### src/rtl/mm_pkg.sv
// Shared types and defaults for the matrix-multiply operand feeder slice.
package mm_pkg;

  localparam int unsigned MM_D_WIDTH     = 64;
  localparam int unsigned MM_N_MAX_WIDTH = 32;

  typedef enum logic [1:0] {
    ST_IDLE = 2'd0,
    ST_RUN  = 2'd1,
    ST_DONE = 2'd2
  } feeder_state_t;

endpackage

### src/rtl/feeder_fifo.sv
// Synchronous FIFO buffering host operand beats; 2^FIFO_AW entries, show-ahead read port.
module feeder_fifo #(
  parameter int unsigned D_WIDTH = 64,
  parameter int unsigned FIFO_AW = 4
) (
  input  logic               clk,
  input  logic               rst,
  input  logic [D_WIDTH-1:0] wr_data,
  input  logic               wr_valid,
  output logic               wr_ready,
  input  logic               rd_en,
  output logic [D_WIDTH-1:0] rd_data,
  output logic               empty
);

  localparam int unsigned DEPTH = 1 << FIFO_AW;

  logic [D_WIDTH-1:0] mem [DEPTH];
  logic [FIFO_AW:0]   wr_ptr;
  logic [FIFO_AW:0]   rd_ptr;
  logic               full;
  logic               wr_fire;
  logic               rd_fire;

  // Extra pointer MSB distinguishes full from empty when the indices match.
  assign full     = (wr_ptr[FIFO_AW] != rd_ptr[FIFO_AW]) &&
                    (wr_ptr[FIFO_AW-1:0] == rd_ptr[FIFO_AW-1:0]);
  assign empty    = (wr_ptr == rd_ptr);
  assign wr_ready = !full;
  assign wr_fire  = wr_valid && !full;
  assign rd_fire  = rd_en && !empty;
  assign rd_data  = mem[rd_ptr[FIFO_AW-1:0]];

  always_ff @(posedge clk) begin
    if (wr_fire) mem[wr_ptr[FIFO_AW-1:0]] <= wr_data;
  end

  always_ff @(posedge clk or negedge rst) begin
    if (!rst) begin
      wr_ptr <= '0;
      rd_ptr <= '0;
    end else begin
      if (wr_fire) wr_ptr <= wr_ptr + (FIFO_AW+1)'(1);
      if (rd_fire) rd_ptr <= rd_ptr + (FIFO_AW+1)'(1);
    end
  end

endmodule

### src/rtl/operand_feeder.sv
// Streams N k-steps of A and B operands from host FIFOs into the PE chain head.
// Optional FEEDER_STALL_CNT_EN adds stall_cnt_out (RUN cycles starved of data).
module operand_feeder
  import mm_pkg::*;
#(
  parameter int unsigned D_WIDTH     = MM_D_WIDTH,
  parameter int unsigned A_NUM_WIDTH = 3,
  parameter int unsigned B_NUM_WIDTH = 3,
  parameter int unsigned N_MAX_WIDTH = MM_N_MAX_WIDTH,
  parameter int unsigned FIFO_AW     = 4
) (
  input  logic                   clk,
  input  logic                   rst,
  input  logic [D_WIDTH-1:0]     host_a_data_in,
  input  logic                   host_a_valid_in,
  output logic                   host_a_ready_out,
  input  logic [D_WIDTH-1:0]     host_b_data_in,
  input  logic                   host_b_valid_in,
  output logic                   host_b_ready_out,
  input  logic                   start_in,
  input  logic [N_MAX_WIDTH-1:0] N_in,
  output logic [D_WIDTH-1:0]     A_out,
  output logic                   A_valid_out,
  output logic [D_WIDTH-1:0]     B_out,
  output logic                   B_valid_out,
  output logic                   busy_out,
  output logic                   done_out
`ifdef FEEDER_STALL_CNT_EN
  ,
  output logic [N_MAX_WIDTH-1:0] stall_cnt_out
`endif
);

  feeder_state_t state, next_state;

  logic [N_MAX_WIDTH-1:0] n_lat;
  logic [A_NUM_WIDTH-1:0] a_elem;
  logic [B_NUM_WIDTH-1:0] b_elem;
  logic [N_MAX_WIDTH-1:0] a_k;
  logic [N_MAX_WIDTH-1:0] b_k;
  logic [D_WIDTH-1:0]     a_head;
  logic [D_WIDTH-1:0]     b_head;
  logic                   a_empty;
  logic                   b_empty;
  logic                   a_owe;
  logic                   b_owe;
  logic                   a_pop;
  logic                   b_pop;
  logic                   run_start;

  feeder_fifo #(.D_WIDTH(D_WIDTH), .FIFO_AW(FIFO_AW)) u_fifo_a (
    .clk      (clk),
    .rst      (rst),
    .wr_data  (host_a_data_in),
    .wr_valid (host_a_valid_in),
    .wr_ready (host_a_ready_out),
    .rd_en    (a_pop),
    .rd_data  (a_head),
    .empty    (a_empty)
  );

  feeder_fifo #(.D_WIDTH(D_WIDTH), .FIFO_AW(FIFO_AW)) u_fifo_b (
    .clk      (clk),
    .rst      (rst),
    .wr_data  (host_b_data_in),
    .wr_valid (host_b_valid_in),
    .wr_ready (host_b_ready_out),
    .rd_en    (b_pop),
    .rd_data  (b_head),
    .empty    (b_empty)
  );

  // A channel still owes data while its completed k-steps are below N.
  assign a_owe     = (a_k < n_lat);
  assign b_owe     = (b_k < n_lat);
  assign a_pop     = (state == ST_RUN) && a_owe && !a_empty;
  assign b_pop     = (state == ST_RUN) && b_owe && !b_empty;
  assign run_start = (state == ST_IDLE) && (next_state == ST_RUN);
  assign busy_out  = (state != ST_IDLE);

  always_comb begin
    next_state = state;
    unique case (state)
      ST_IDLE: if (start_in) next_state = (N_in == '0) ? ST_DONE : ST_RUN;
      ST_RUN:  if (!a_owe && !b_owe) next_state = ST_DONE;
      ST_DONE: next_state = ST_IDLE;
      default: next_state = ST_IDLE;
    endcase
  end

  always_ff @(posedge clk or negedge rst) begin
    if (!rst) begin
      state <= ST_IDLE;
      n_lat <= '0;
    end else begin
      state <= next_state;
      if (state == ST_IDLE && start_in) n_lat <= N_in;
    end
  end

  always_ff @(posedge clk or negedge rst) begin
    if (!rst) begin
      a_elem <= '0;
      a_k    <= '0;
      b_elem <= '0;
      b_k    <= '0;
    end else if (run_start) begin
      a_elem <= '0;
      a_k    <= '0;
      b_elem <= '0;
      b_k    <= '0;
    end else begin
      if (a_pop) begin
        a_elem <= a_elem + A_NUM_WIDTH'(1);
        if (a_elem == '1) a_k <= a_k + N_MAX_WIDTH'(1);
      end
      if (b_pop) begin
        b_elem <= b_elem + B_NUM_WIDTH'(1);
        if (b_elem == '1) b_k <= b_k + N_MAX_WIDTH'(1);
      end
    end
  end

  // done_out is a registered copy of the DONE state.
  always_ff @(posedge clk or negedge rst) begin
    if (!rst) begin
      A_out       <= '0;
      A_valid_out <= 1'b0;
      B_out       <= '0;
      B_valid_out <= 1'b0;
      done_out    <= 1'b0;
    end else begin
      A_valid_out <= a_pop;
      B_valid_out <= b_pop;
      if (a_pop) A_out <= a_head;
      if (b_pop) B_out <= b_head;
      done_out <= (state == ST_DONE);
    end
  end

`ifdef FEEDER_STALL_CNT_EN
  logic stall;

  assign stall = (state == ST_RUN) && ((a_owe && a_empty) || (b_owe && b_empty));

  always_ff @(posedge clk or negedge rst) begin
    if (!rst) begin
      stall_cnt_out <= '0;
    end else if (run_start) begin
      stall_cnt_out <= '0;
    end else if (stall && (stall_cnt_out != '1)) begin
      stall_cnt_out <= stall_cnt_out + N_MAX_WIDTH'(1);
    end
  end
`endif

endmodule
### config.mk
export PLATFORM = sky130hd
export DESIGN_NAME = operand_feeder
export DESIGN_NICKNAME = d
export VERILOG_FILES = /design/src/rtl/mm_pkg.sv /design/src/rtl/feeder_fifo.sv /design/src/rtl/operand_feeder.sv
export SDC_FILE = /design/constraint.sdc
export NUM_CORES = 2
export LEC_CHECK = 0
export CAP_MARGIN = 10
export CORE_UTILIZATION = 63
export CTS_BUF_LIST = sky130_fd_sc_hd__clkbuf_8
export CTS_CLUSTER_DIAMETER = 80
export DETAILED_ROUTE_END_ITERATION = 7
export GPL_TIMING_DRIVEN = 0
export PLACE_DENSITY = 0.82
export REMOVE_ABC_BUFFERS = 1
export SLEW_MARGIN = 10
export SYNTH_ARGS = -nofsm -noshare
export SYNTH_HDL_FRONTEND = slang
export SYNTH_HIERARCHICAL = 1
export SYNTH_SLANG_ARGS = --single-unit
### constraint.sdc
create_clock -name clk -period 8.4 [get_ports clk]
set_input_delay 2.1 -clock clk [delete_from_list [all_inputs] [get_ports clk]]
set_output_delay 2.1 -clock clk [all_outputs]
set_load 0.005 [all_outputs]
# [Word level (Yosys, flattened, before mapping)]
# Memory sizes are Yosys's and may differ from the RTL's. A register that Yosys moved wholly into a read port is not among the register bits.
# Index checks and enable logic that the tools add are counted.
[op_classes] order_cmp=2 reduce_logical=30 mux=18 n_eq_ne=11 n_addsub=8
[op_table] cell="32-bit two-way mux" n=6
[op_table] cell="32-bit by 1-bit adder with 32-bit output (second input constant)" n=2
[op_table] cell="32-bit less-than comparator" n=2
[op_table] cell="32-bit logical NOT" n=1
[op_table] cell="5-bit by 1-bit adder with 5-bit output (second input constant)" n=4
[op_table] cell="1-bit logical AND" n=13
[op_table] cell="3-bit two-way mux" n=4
[op_table] cell="5-bit equality test" n=2
[op_table] cell="2-bit nonzero test" n=5
[op_table] cell="4-bit equality test" n=2
[op_table] cell="1-bit logical NOT" n=8
[op_table] cell="3-bit by 1-bit adder with 3-bit output (second input constant)" n=2
[op_table] cell="3-bit equality test (second input constant)" n=2
[op_table] cell="2-bit two-way mux" n=3
[op_table] cell="2-bit by 1-bit equality test with 1-bit output (second input constant)" n=2
[op_table] cell="1-bit two-way mux" n=4
[op_table] cell="2-bit one-hot mux with 2 select lines" n=1
[op_table] cell="2-bit AND reduction" n=2
[op_table] cell="2-bit equality test (second input constant)" n=1
[op_table] cell="2-bit logical NOT" n=1
[op_table] cell="1-bit inequality test" n=2
[totals] reg_bits=127 input_bits=165 output_inout_bits=134 elab_cells=84 mem_count=2 ram_bits=2048
[mem_list] memory="u_fifo_a.mem" depth=16 word_bits=64 read_ports=1 rd_clocked_by_memory_dff=1 write_ports=1 line_no="feeder_fifo.sv:18" text="logic [D_WIDTH-1:0] mem [DEPTH];"
[mem_list] memory="u_fifo_b.mem" depth=16 word_bits=64 read_ports=1 rd_clocked_by_memory_dff=1 write_ports=1 line_no="feeder_fifo.sv:18"

# [Longest topological paths before layout]
[depth] depth_word=9 depth_mapped=14 mapped_depth_nobuf=12

# [Cells and area by module]
# The synthesis kept the hierarchy.
[modules_own_cells] module="feeder_fifo" n_inst=2 seq_area_each_um2=30999.7 cells_each=1780 area_each_um2=39705.6
[modules_own_cells] module="operand_feeder" n_inst=1 seq_area_each_um2=5880.6 cells_each=1007 area_each_um2=11407.2

# [Least setup slack after synthesis]
# Ideal clock, no wire load.
[synth_path] path_kind="input to register" from="input port host_a_valid_in" to="memory u_fifo_a.mem[3][0] (enable)" setup_time_ps=565 n_path_buf=0 setup_slack_ps=1080 arrival_ps=6755 required_ps=7835 path_stages=3 cell_sequence="nand2_1 o21bai_2 nor3_1"
[synth_via] elab_chain_len=3
[synth_rtl] element="start, declared" line_no="operand_feeder.sv:15" text="input logic host_a_valid_in,"
[synth_rtl] element="1-bit logical AND" line_no="feeder_fifo.sv:30" text="assign wr_fire = wr_valid && !full;"
[synth_rtl] element="1-bit two-way mux" line_no="feeder_fifo.sv:35" text="if (wr_fire) mem[wr_ptr[FIFO_AW-1:0]] <= wr_data;"
[synth_rtl] element="1-bit two-way mux (implied by the code)" line_no="feeder_fifo.sv:35"
[synth_rtl] element="end, declared" line_no="feeder_fifo.sv:18"
# Every way passes these cells.

# [Worst setup path in the final report]
[layout_path] from="register u_fifo_b.rd_ptr[1]" to="output port host_b_ready_out"
[layout_via] elab_chain_len=3
[layout_rtl] element="start, declared" line_no="feeder_fifo.sv:20" text="logic [FIFO_AW:0] rd_ptr;"
[layout_rtl] element="start signal, assigned" line_no="feeder_fifo.sv:44" text="if (rd_fire) rd_ptr <= rd_ptr + (FIFO_AW+1)'(1);"
[layout_rtl] element="4-bit equality test" line_no="feeder_fifo.sv:27" text="(wr_ptr[FIFO_AW-1:0] == rd_ptr[FIFO_AW-1:0]);"
[layout_rtl] element="1-bit logical AND" line_no="feeder_fifo.sv:26" text="assign full = (wr_ptr[FIFO_AW] != rd_ptr[FIFO_AW]) &&"
[layout_rtl] element="1-bit logical NOT" line_no="feeder_fifo.sv:29" text="assign wr_ready = !full;"
[layout_rtl] element="end, declared" line_no="operand_feeder.sv:19" text="output logic host_b_ready_out,"
# Every way passes these cells.

==> metrics.md <==
| Metric | Value |
|---|---|
| Dpl cell area | 99,200 sq um |
| Pwr per Cell Area | 336 nW/um^2 |
| Fmax | 177 MHz |
| Gr usage total | 30.0% |
| Die Y | 382 um |
| Core footprint | 142,000 sq um |
| Final HPWL DP | 134 mm |
| Hold buffers post-CTS | 0 |
| Sequential cell area | 67,900 sq um |
| Vias in the first global route | 49,800 |
| Num CTS Buffers | 363 |
| Initial antenna violation count | 28 |
| Hold violation count in the final report | 0 |
| Cells along the critical path | buf_16 -> xnor2_1 -> nand4_2 -> nand2b_1 -> clkdlybuf4s50_1 |
| Crit Path Category | register to primary output |
| Leak | 36.5 nW |
| Fin crit share | 67.2% |
| Clk Latency, worst-skew pair | 1.03 ns |
| Clock skew | 0.116 ns |
| TritonCTS clock tree | yes |
| Syn-to-layout area delta | 16.7% |
| Clock power frac | 24.8% |
| Yosys warns | 6 |
| Global-route wire length before repair | 319 mm |
| Antenna Nets Post-Route | 0 |
| Cell variety after synth | 69 |
| Worst-path maximum fanout | 50 |
| Post-CTS Setup Bufs | 0 |
| Combinational power share | 33.0% |
| Final instance area | 106,000 sq um |
| R2R Setup Slk | 4.14 ns |
| Die span in x | 382 um |
| Core Rows | 138 |
| Vias after detailed routing | 48,900 |
| Syn_area_per_cell | 19.9 sq um |
| Io pins | 299 |
| CTS max path bufs | 4 |
| Critical path arrival | 3.55 ns |
| GPL Wtd Cong | 0.803 |
| FF+latch count, synth | 2,303 |
| Area of the die | 146,000 sq um |
| Layout cell share with drive strength beyond 1 | 23.3% |
| PostCTS Resize Cnt | 0 |
| Post-Route WL | 217 mm |
| Max stage delay on crit path | 0.82 ns |
| WP data required | 6.30 ns |
| Port bufs | 298 |
| Multi-input logic area | 21,600 sq um |
| Fill cell count | 7,585 |
| Post-synth ARST share | 11.1% |
| Clk pin slew, worst setup/hold paths | 0.06 ns |
| Post-Syn Instances | 4,567 |
| H-tree depth | 5 |
| Remaining DRCs | 0 |
| Initial Utilization | 63.8% |
| Largest net degree at the start of global routing | 95 |
| RSZ-0062 raised after global routing | no |
| Final nets | 5,446 |
| GRT overflow | 0 |
| Internal power | 24.3 mW |
| 1st-iter DRT viols | 5,690 |
| Crit path buf inv count | 2 |
| Flop pwr share | 42.3% |
| Period minus WS final | 5.65 ns |
| Non-filler instance count after layout | 7,401 |
| Net Sw Frac | 31.7% |
| Post-synth EDFFs | 2,048 |
| CTS Sinks | 2,303 |
| Max VDD drop | 383 uV |
| Avg WL per Cell | 29.3 um |
| Max-cap violations | 0 |
| Status | finished clean |
| NetSw | 11.3 mW |
| Worst setup EP type | primary output |
| Worst min-delay path class | register to register |
| Slowest stage cell, crit path | dfrtp_4 |
| Via-to-Cell Ratio | 6.61 |
| Worst slew pin tran | 0.989 ns |
| # setup viols final | 0 |
| Delay-heaviest family, CP | buffers and inverters |
| Netlist Area Pre-Place | 90,800 sq um |
| Worst Setup Start Kind | register |
| Placed cells | 6,728 |
| Root buffer cell | clkbuf_8 |
| Seq/Total Area, Yosys | 74.7% |
| Prevailing post-synth register cell | edfxtp_1 |
| Total power | 35.6 mW |
| Slew HR | 33.7% |
| Drt first pass iters | 6 |
| Pins Over Slew Limit | 0 |
worst reg2reg max path, delay by kind of cell (launching register included):
kind	cells	cell delay [ns]
XOR/XNOR	1	0.19
buffers and inverters	3	0.70
flip-flops	1	0.93
multiplexers	1	0.36
AND/OR/NAND/NOR	4	1.97
cell usage in the layout (no fill, tap or decap), types with 7 or more instances in the layout:
master	instances
and4_1	7
buf_12	61
a21oi_1	55
nand2_1	109
inv_1	187
ha_1	78
nand2b_1	12
a32oi_1	128
clkinv_1	60
or4_1	43
o211ai_2	8
buf_4	52
o211ai_1	14
a22oi_1	128
edfxtp_1	2048
o21ai_0	51
nand4_1	34
or3_1	9
a21o_1	10
clkinv_2	41
clkbuf_8	405
nand3_1	24
mux4_2	384
o21ai_1	136
mux2_2	133
nor2_1	23
diode_2	16
nor3_2	9
buf_6	33
buf_16	76
nor2_4	27
dfrtp_1	249
nor4_1	12
o31ai_1	35
mux2i_1	395
clkdlybuf4s50_1	297
xnor2_1	21
and3_1	15
synth_stat cells (3+ instances only):
cell	n	area [sq um]
nor4_1	12	75.1
a21o_1	10	75.1
dfrtp_1	255	6380
and4_1	7	61.3
nand2_1	109	409
clkbuf_1	105	394
o31ai_1	35	263
mux4_2	384	8650
clkbuf_2	4	20.0
a32oi_1	128	1120
nor2b_1	3	18.8
and3_1	15	93.8
o211ai_1	14	105
buf_6	37	417
mux2_2	133	1500
buf_1	9	33.8
o21ai_0	52	260
a22oi_1	128	961
o211ai_2	8	100
nand4_1	34	213
nor3_1	14	70.1
or4_1	43	323
xnor2_1	21	184
nor2_1	50	188
nand2b_1	12	75.1
a21oi_1	55	275
nand3_1	24	120
xor2_1	3	26.3
or3_1	9	56.3
and2_1	7	43.8
mux2i_1	395	3950
edfxtp_1	2048	61500
o21ai_1	136	681
ha_1	78	976
buf_2	72	360
inv_1	48	180
buf_4	24	180
sequential cells by signal (all words and copies together), names as in the netlist, 32 cells and up:
register / flops
n_lat: 32
b_k: 32
B_out: 64
u_fifo_b/mem: 1024
u_fifo_a/mem: 1024
a_k: 32
A_out: 64
layer usage:
layer / GRT usage [%] / wire length [um] / up-vias
li1: - / - / 20300
met1: 40.8 / 79900 / 25200
met2: 48.5 / 108000 / 2869
met3: 6.04 / 21800 / 526
met4: 11.1 / 7080 / 20
met5: 0 / 130 / -
power by group through the flow:
stage,logic (mW),clock network [mW],registers [mW]
after floorplan,8.40,0,15.9
after global placement,10.8,0,16.4
after detailed placement,11.6,0,15.3
after CTS,11.7,8.94,15.0
after global routing,12.4,9.40,15.2
final,11.7,8.81,15.0
area by class of cell:
class	count	share of cell area (%)
flip-flops and latches	2303	64.1
multi-input cells	1961	20.4
repair buffers	524	6.72
clock buffers	405	5.26
well taps	1890	2.23
clock inverters	252	1.11
inverters	50	0.187
diodes	16	0.0378
final timing paths:
kind / start / endpoint / cells after the start
min reg2reg: state[0]$_DFF_PN0_ / done_out$_DFF_PN0_ / 1
max in group asynchronous: rst / A_out[12]$_DFFE_PN0P_ / 3
max: u_fifo_b/rd_ptr[1]$_DFFE_PN0P_ / host_b_ready_out / 5
max reg2reg: u_fifo_a/rd_ptr[3]$_DFFE_PN0P_ / A_out[2]$_DFFE_PN0P_ / 9
min in group asynchronous: rst / B_out[61]$_DFFE_PN0P_ / 1
min: state[0]$_DFF_PN0_ / done_out$_DFF_PN0_ / 1
metrics by stage:
stage	hold slack (ns)	utilization [%]	setup WS, ns	TNS (ns)
detailed placement	0.482	69.7	3.09	0
global placement	0.472	66.6	-23.44	-
global route	0.518	74.5	2.58	0
floorplan	0.432	-	-6.13	-9960.96
CTS	0.495	74.5	2.63	0
finish	0.484	74.5	2.75	0
logic make-up (layout without fill, tap and decap cells):
kind of cell | after synthesis | after routing | synth area share [%]
other cells | 0 | 16 | 0
xor+xnor | 26 | 26 | 0.267
mux | 914 | 914 | 15.6
compound gates | 590 | 590 | 4.50
simple gates | 353 | 353 | 2.08
buf+inv | 303 | 1231 | 1.79
fa+ha+maj | 78 | 78 | 1.07
flops | 2303 | 2303 | 74.7
No activity file was read; power rests on OpenSTA's default activity.
